## config.mk

```make
export PLATFORM = sky130hd
export DESIGN_NAME = led_mmio_port
export DESIGN_NICKNAME = d
export VERILOG_FILES = /design/src/rtl/led_mmio_port.sv
export SDC_FILE = /design/constraint.sdc
export NUM_CORES = 1
export LEC_CHECK = 0
export CORE_MARGIN = 1
export CORE_UTILIZATION = 54
export DETAILED_ROUTE_END_ITERATION = 10
export PLACE_DENSITY = 0.88
export RECOVER_POWER = 50
export SETUP_SLACK_MARGIN = 0.1
export SLEW_MARGIN = 20
export SYNTH_ARGS = -nofsm -noshare
export SYNTH_HDL_FRONTEND = slang
export SYNTH_SLANG_ARGS = --single-unit
```

## constraint.sdc

```tcl
create_clock -name clk -period 2.69 [get_ports clk]
set_input_delay 0.4035 -clock clk [delete_from_list [all_inputs] [get_ports clk]]
set_output_delay 0.4035 -clock clk [all_outputs]
set_load 0.01 [all_outputs]
```

## src/rtl/led_mmio_port.sv

```systemverilog
// Memory-mapped LED peripheral: 16-byte register window with static, blink
// and rotate display modes paced by a programmable prescaler.
module led_mmio_port #(
  parameter logic [31:0] BASE_ADDR = 32'hFFFF_0000,
  parameter logic [31:0] DIV_RESET = 32'd49_999_999
) (
  input  logic        clk,
  input  logic        rst,
  input  logic [31:0] addr,
  input  logic [31:0] wdata,
  input  logic        we,
  input  logic        re,
  output logic [31:0] rdata,
  output logic        ack,
  output logic [7:0]  led
);

  localparam int unsigned DW = 32;
  localparam int unsigned LW = 8;
  localparam int unsigned MW = 2;

  localparam logic [1:0] SEL_DATA  = 2'd0;
  localparam logic [1:0] SEL_MODE  = 2'd1;
  localparam logic [1:0] SEL_DIV   = 2'd2;
  localparam logic [1:0] SEL_TICKS = 2'd3;

  localparam logic [MW-1:0] MODE_BLINK  = 2'd1;
  localparam logic [MW-1:0] MODE_ROTATE = 2'd2;

  logic [LW-1:0] r_data;
  logic [MW-1:0] r_mode;
  logic [DW-1:0] r_div;
  logic [DW-1:0] r_ticks;
  logic [DW-1:0] r_cnt;
  logic          r_phase;
  logic [LW-1:0] r_shown;
  logic [DW-1:0] r_rdata;
  logic          r_ack;

  logic          w_hit;
  logic          w_acc;
  logic [1:0]    w_sel;
  logic          w_wr_data;
  logic          w_wr_mode;
  logic          w_wr_div;
  logic          w_tick;
  logic [DW-1:0] w_rd_val;
  logic [LW-1:0] w_led;

  // Window decode; byte-lane bits fall out of the shift.
  assign w_hit     = (addr[31:4] == BASE_ADDR[31:4]);
  assign w_acc     = w_hit & (we | re);
  assign w_sel     = 2'(addr[3:0] >> 2);
  assign w_wr_data = w_hit & we & (w_sel == SEL_DATA);
  assign w_wr_mode = w_hit & we & (w_sel == SEL_MODE);
  assign w_wr_div  = w_hit & we & (w_sel == SEL_DIV);
  assign w_tick    = (r_cnt == r_div);

  // Register readback mux, pre-write values.
  always_comb begin
    w_rd_val = '0;
    case (w_sel)
      SEL_DATA:  w_rd_val = DW'(r_data);
      SEL_MODE:  w_rd_val = DW'(r_mode);
      SEL_DIV:   w_rd_val = r_div;
      SEL_TICKS: w_rd_val = r_ticks;
      default:   w_rd_val = '0;
    endcase
  end

  // Bus response: one-cycle ack, rdata zero outside a load.
  always_ff @(posedge clk) begin
    if (rst) begin
      r_ack   <= 1'b0;
      r_rdata <= '0;
    end else begin
      r_ack   <= w_acc;
      r_rdata <= (w_acc && re) ? w_rd_val : '0;
    end
  end

  // Software-visible configuration registers.
  always_ff @(posedge clk) begin
    if (rst) begin
      r_data <= '0;
      r_mode <= '0;
      r_div  <= DIV_RESET;
    end else begin
      if (w_wr_data) r_data <= wdata[LW-1:0];
      if (w_wr_mode) r_mode <= wdata[MW-1:0];
      if (w_wr_div)  r_div  <= wdata;
    end
  end

  // Prescaler and free-running tick counter; config writes restart the period.
  always_ff @(posedge clk) begin
    if (rst) begin
      r_cnt   <= '0;
      r_ticks <= '0;
    end else begin
      if (w_wr_div || w_wr_mode || w_tick) r_cnt <= '0;
      else                                 r_cnt <= r_cnt + DW'(1);
      if (w_tick) r_ticks <= r_ticks + DW'(1);
    end
  end

  // Display state; bus writes take priority over a coincident tick.
  always_ff @(posedge clk) begin
    if (rst) begin
      r_shown <= '0;
      r_phase <= 1'b0;
    end else if (w_wr_data) begin
      r_shown <= wdata[LW-1:0];
      r_phase <= 1'b0;
    end else if (w_wr_mode) begin
      r_shown <= r_data;
      r_phase <= 1'b0;
    end else if (w_tick) begin
      if (r_mode == MODE_BLINK)  r_phase <= ~r_phase;
      if (r_mode == MODE_ROTATE) r_shown <= {r_shown[LW-2:0], r_shown[LW-1]};
    end
  end

  // LED drive decoded purely from display registers.
  always_comb begin
    w_led = r_shown;
    if ((r_mode == MODE_BLINK) && r_phase) w_led = '0;
  end

  assign rdata = r_rdata;
  assign ack   = r_ack;
  assign led   = w_led;

endmodule
```

# [Word level (Yosys, flattened, before mapping)]
# Index checks and enable logic that the tools add are counted.
[word_totals] reg_bits=148 out_inout_bits=41 input_bits=68 wordCells=44
[classes] mux=6 bitwise_logic=8 addsub=2 reduce_logical=12 n_eq_ne=7
[ops] op="one-hot mux 32 bit (4 select lines)" count=1
[ops] op="adder 32 x 1 -> 32 bit (second input constant)" count=2
[ops] op="two-way mux 8 bit" count=5
[ops] op="equality test 32 bit" count=1
[ops] op="equality test 28 bit (second input constant)" count=1
[ops] op="equality test 2 bit (second input constant)" count=3
[ops] op="nonzero test 3 bit" count=2
[ops] op="AND 1 bit" count=5
[ops] op="equality test 2 x 1 -> 1 bit (second input constant)" count=2
[ops] op="AND reduction 2 bit" count=2
[ops] op="OR reduction 2 bit" count=2
[ops] op="OR reduction 3 bit" count=1
[ops] op="logical AND 1 bit" count=2
[ops] op="logical NOT 2 bit" count=1
[ops] op="logical OR 1 bit" count=2
[ops] op="inverter 1 bit" count=2
[ops] op="bitwise OR 1 bit" count=1

# [Logic depth before layout (Yosys ltp)]
[logic_depth] word_depth=6 depth_mapped=9 mapped_depth_nobuf=6

# [Worst setup path before layout]
# OpenSTA, ideal clock, no wires.
[synth_path] kind="reg-to-reg" startpoint="reg r_ticks[0]" endpoint="reg r_ticks[24]" period_less_slack_ns=2.243 slack_ns=0.447 setup_time_ns=0.121 t_required_ns=2.569 arrival_time_ns=2.123 n_path_buf=0 path_stages_with_launch=7 cell_sequence="dfxtp_1 -> ha_1 -> nand3_1 -> or3_1 -> or4_1 -> nor4_1 -> mux2_2"
[synth_via] elab_chain_len=1
[synth_rtl] item="start: declaration" line="33" rtl="logic [DW-1:0] r_ticks;"
[synth_rtl] item="start signal: assignment" line="103" rtl="if (w_tick) r_ticks <= r_ticks + DW'(1);"
[synth_rtl] item="adder 32 x 1 -> 32 bit" line="103"
# Every way passes these cells.
# A chain may end at the register's enable or synchronous reset.

# [Final worst setup path]
[layout_path] startpoint="in addr[6]" endpoint="reg r_shown[4]"
[layout_via] elab_chain_len=5 word_cells_on_any_way=9 cone_classes="eq/ne (1); mux (2); bitwise (3); reduce/logical (3)"
[layout_rtl] item="start: declaration" line="9" rtl="input logic [31:0] addr,"
[layout_rtl] item="equality test 28 bit (*)" line="51" rtl="assign w_hit = (addr[31:4] == BASE_ADDR[31:4]);"
[layout_rtl] item="AND 1 bit (*)" line="54, 55"
[layout_rtl] item="AND 1 bit (on tied branches)" line="54, 55"
[layout_rtl] item="nonzero test 3 bit (no source line) / two-way mux 8 bit (equally long branches)"
[layout_rtl] item="AND reduction 2 bit (no source line) / two-way mux 8 bit (equally long branches)"
[layout_rtl] item="end signal: assignment" line="113" rtl="r_shown <= wdata[LW-1:0];"
[layout_rtl] item="end signal: assignment" line="116" rtl="r_shown <= r_data;"
[layout_rtl] item="end signal: assignment" line="120" rtl="if (r_mode == MODE_ROTATE) r_shown <= {r_shown[LW-2:0], r_shown[LW-1]};"
[layout_rtl] item="end: declaration" line="36" rtl="logic [LW-1:0] r_shown;"
# Every way passes the cells marked *; elsewhere a longest branch is shown, timed or not.

==> results.md <==
* Number of enable flip-flop cells after synthesis at 0
* Slew headroom at 0.534
* Slowest-stage cell, CP: dlygate4sd3_1
* Largest net degree at the start of global routing at 88
* Largest family of logic cells by synthesized area: simple AND/OR/NAND/NOR gates
* Post-synthesis simple-gate area fraction at 0.301
* Share of cells above drive strength 1 at 0.107
* Port bufs at roughly 110
* Worst reg2reg path startpoint: r_div[17]
* Reg2reg setup slack at around 0.20 ns
* Post-layout net count at between 900 and 1000
* Syn_nets at between 900 and 1000
* Worst-skew pair later-pin latency at between 0.4 and 0.5 ns
* Avg Inst Size Synth at about 8.7 um2
* Max-slew violation count at 0
* Synth Area in XOR/XNOR at 0.0748
* Pwr dens at ~530 mW/mm2
* Setup Skew at 0.00696 ns
* Worst Hold Class: primary input to register
* Syn. warnings at 0
* Worst setup startpoint: addr[6]
* TritonCTS Sinks at around 150
* # Max-Cap Violations at 0
* Grt total ovfl at 0
* Clk pin slew, worst setup/hold paths at ~0.06 ns
* Main flop type after synthesis: dfxtp_1
* Initial antenna violation count at 0
* Crit path to: r_shown[4]
* Slew @ Worst Pin at approximately 0.7 ns
* Reg-to-Reg End: r_shown[7]
* Core occupancy in the finished layout at 0.698
* Io pins at 109
* Worst setup SP type: primary input
* Placer Congestion at between 0.9 and 1
* Worst-path cell chain: dlygate4sd3_1, nor4_1, nand4_1, or4_1, clkbuf_2, buf_4, o41a_1, a211oi_1
* Post-DP HPWL at around 13 mm
* Yosys cell types at 44
* Total iterations of the first detailed-routing run at 6
* Root Buffer: clkbuf_16
* Ant diodes at 0
* Fmax at 0.400 GHz
* Starting Density at 0.564
* Compound-Gate Fraction of Synth Area at 0.0634
* Fin. Hold Viols at 0
* Num rows at 41
* Leakage at approximately 3.3 nW
* Via total after detailed routing at 6711
* Worst-case clock buffer depth at 2
* Setup CP Type: primary input to register
* Status: finished clean
* Chip height at around 120 um
* Antenna Nets Post-Route at 0
* Iteration-0 DRC Markers at about 700
* Async set-reset flop share out of synthesis at 0
* Post-synthesis mux area share at 0.0993
* CTS buffer count at 17
* Critical path required time at roughly 3 ns
* Seq/Total Area, Yosys at 0.408
* Yosys reg bits at ~150
* Synth-to-Final Area Change at 23.8%
* Crit-path max cell delay at between 0.5 and 0.6 ns
* DRC at 0
* Final setup viols at 0
* CTS tree: yes
* Inst Count DP at about 1100
* Fin crit share at 0.930
* Number of global-route vias before repair at ~6500
* Core Footprint at ~0.013 mm2
* Post-synthesis adder-cell area fraction at 0.00345
* WP depth at 8
* Post-Syn Area at between 0.007 and 0.008 mm2
* Maximum vdd drop at about 0.54 mV
* Max Fanout on Critical Path at 10
* PnR Total Power at 0.00473 W
* First-pass GRT wire length at between 30 and 40 mm
* Layout Cells excl Fill at between 1000 and 1500
* Final Hold Slack at approximately 0.5 ns
* Die Area at approximately 0.014 mm2
* Crit path DAT at about 2.8 ns
* GRT Util Overall at 0.296
* Die X at 118 um
* FF-to-FF path depth at 6
* H-tree levels at 4
* Setup TNS Final at 0 ns
* Routed vias/inst at between 6 and 7
* Unrepaired setup endpoints after global routing: yes
* CP bufs+invs at 3
* Setup crit end kind: register
* Final wirelength at about 20 mm
* Crit path max-delay family: simple AND/OR/NAND/NOR gates
* Synth Instances at approximately 830
* Minimum clock period at between 2 and 3 ns
* WL/cell at between 15 and 20 um
* Hold Crit Depth at 3
-- layout make-up --
cell class              instances  area [um2]
well taps                     172         215
clock inverters                 4        73.8
repair buffers                131        1260
clock buffers                  25         485
multi-input cells             605        3920
inverters                      20        75.1
fillers                       918        3890
flip-flops and latches        148        2960
-- synthesized netlist by cell type (2+ instances only) --
cell / number / area [um2]
dfxtp_1: 148 / 2960
nand2_1: 89 / 334
nor2_1: 58 / 218
clkbuf_1: 49 / 184
nand3_1: 46 / 230
nor4_1: 46 / 288
nor3_1: 43 / 215
xor2_1: 39 / 342
mux2i_1: 36 / 360
a21oi_1: 32 / 160
mux2_2: 28 / 315
nor2b_1: 24 / 150
xnor2_1: 23 / 201
nand4_1: 21 / 131
nor2_4: 20 / 225
inv_1: 19 / 71.3
o31ai_1: 15 / 113
or4_1: 15 / 113
and2_1: 13 / 81.3
o21ai_0: 10 / 50.1
a211oi_1: 8 / 60.1
and3_1: 6 / 37.5
buf_2: 6 / 30.0
or3_1: 5 / 31.3
a31oi_1: 4 / 25.0
o41a_1: 3 / 33.8
and4_1: 2 / 17.5
buf_1: 2 / 7.51
buf_12: 2 / 40.0
buf_6: 2 / 22.5
ha_1: 2 / 25.0
mux4_2: 2 / 45.0
nand2b_1: 2 / 12.5
nor4_2: 2 / 25.0
nor4b_1: 2 / 17.5
o21ai_1: 2 / 10.0
-- worst min-delay path, stage by stage --
cell	delay [ns]
buf_2	0.12
buf_12	0.21
a21oi_1	0.14
-- state kept, by name (all words and copies together) (netlist names) --
register  count
r_ticks      32
r_shown       8
ack           1
r_div        32
r_phase       1
r_data        8
r_mode        2
rdata        32
r_cnt        32
-- layer usage --
metal  vias up  routed length (um)  track usage
met4         0                 741        0.146
met2       334                9540        0.475
met3        73                1760       0.0712
met5         -                   0            0
li1       3119                   -            -
met1      3185                7890        0.370
-- through the flow --
step                worst slack, ns  cell area, um2
detailed placement          -0.0152            8490
global placement             0.0389            8490
CTS                           0.137            9050
global route                 0.0590            8980
finish                        0.188            8980
floorplan                     0.447            7260
-- power by group --
part           internal [W]  total, W  switching (W)
logic              0.000123  0.000232       0.000109
registers           0.00220   0.00220     0.00000735
clock network       0.00142   0.00230       0.000872
-- repair_timing --
item	4_1_cts	5_1_grt
setup buffers	0	0
setup endpoints to repair	0	3
hold buffers	0	0
gates resized for setup	0	3
hold endpoints to repair	0	0
-- cells by family after synthesis --
group                    count (synthesis)
multiplexers                            66
XOR/XNOR                                62
adder cells (fa/ha/maj)                  2
buffers and inverters                   81
flip-flops                             148
AO/OA/AOI/OAI                           75
AND/OR/NAND/NOR                        400
-- cells in the final DEF (no fill, tap or decap), types with 4 or more instances in the layout --
master / count
dlygate4sd3_1: 34
clkdlybuf4s50_1: 70
a211oi_1: 8
nor2_4: 14
clkbuf_16: 17
a31oi_1: 4
nand4_1: 21
o21ai_0: 10
mux2i_1: 36
clkbuf_1: 9
dfxtp_1: 148
nand2_1: 89
buf_4: 15
inv_1: 19
mux2_2: 28
nor3_1: 43
nor2b_1: 24
o31ai_1: 15
nand3_1: 46
xor2_1: 39
nor4_2: 5
and3_1: 6
nor4_1: 43
and2_1: 13
xnor2_1: 23
or3_1: 5
or4_1: 15
a21oi_1: 32
nor2_1: 64
-- worst min-delay path by stage --
stage | slack [ns] | endpoint | from
finish | 0.49 | r_data[1] | rst
global route | 0.50 | r_data[1] | rst
CTS | 0.47 | rdata[6] | rst
detailed placement | 0.48 | r_data[1] | r_data[1]
global placement | 0.47 | r_data[1] | r_data[1]
floorplan | 0.46 | r_div[10] | r_div[10]
Note: power is estimated with default switching activity, not from simulation.
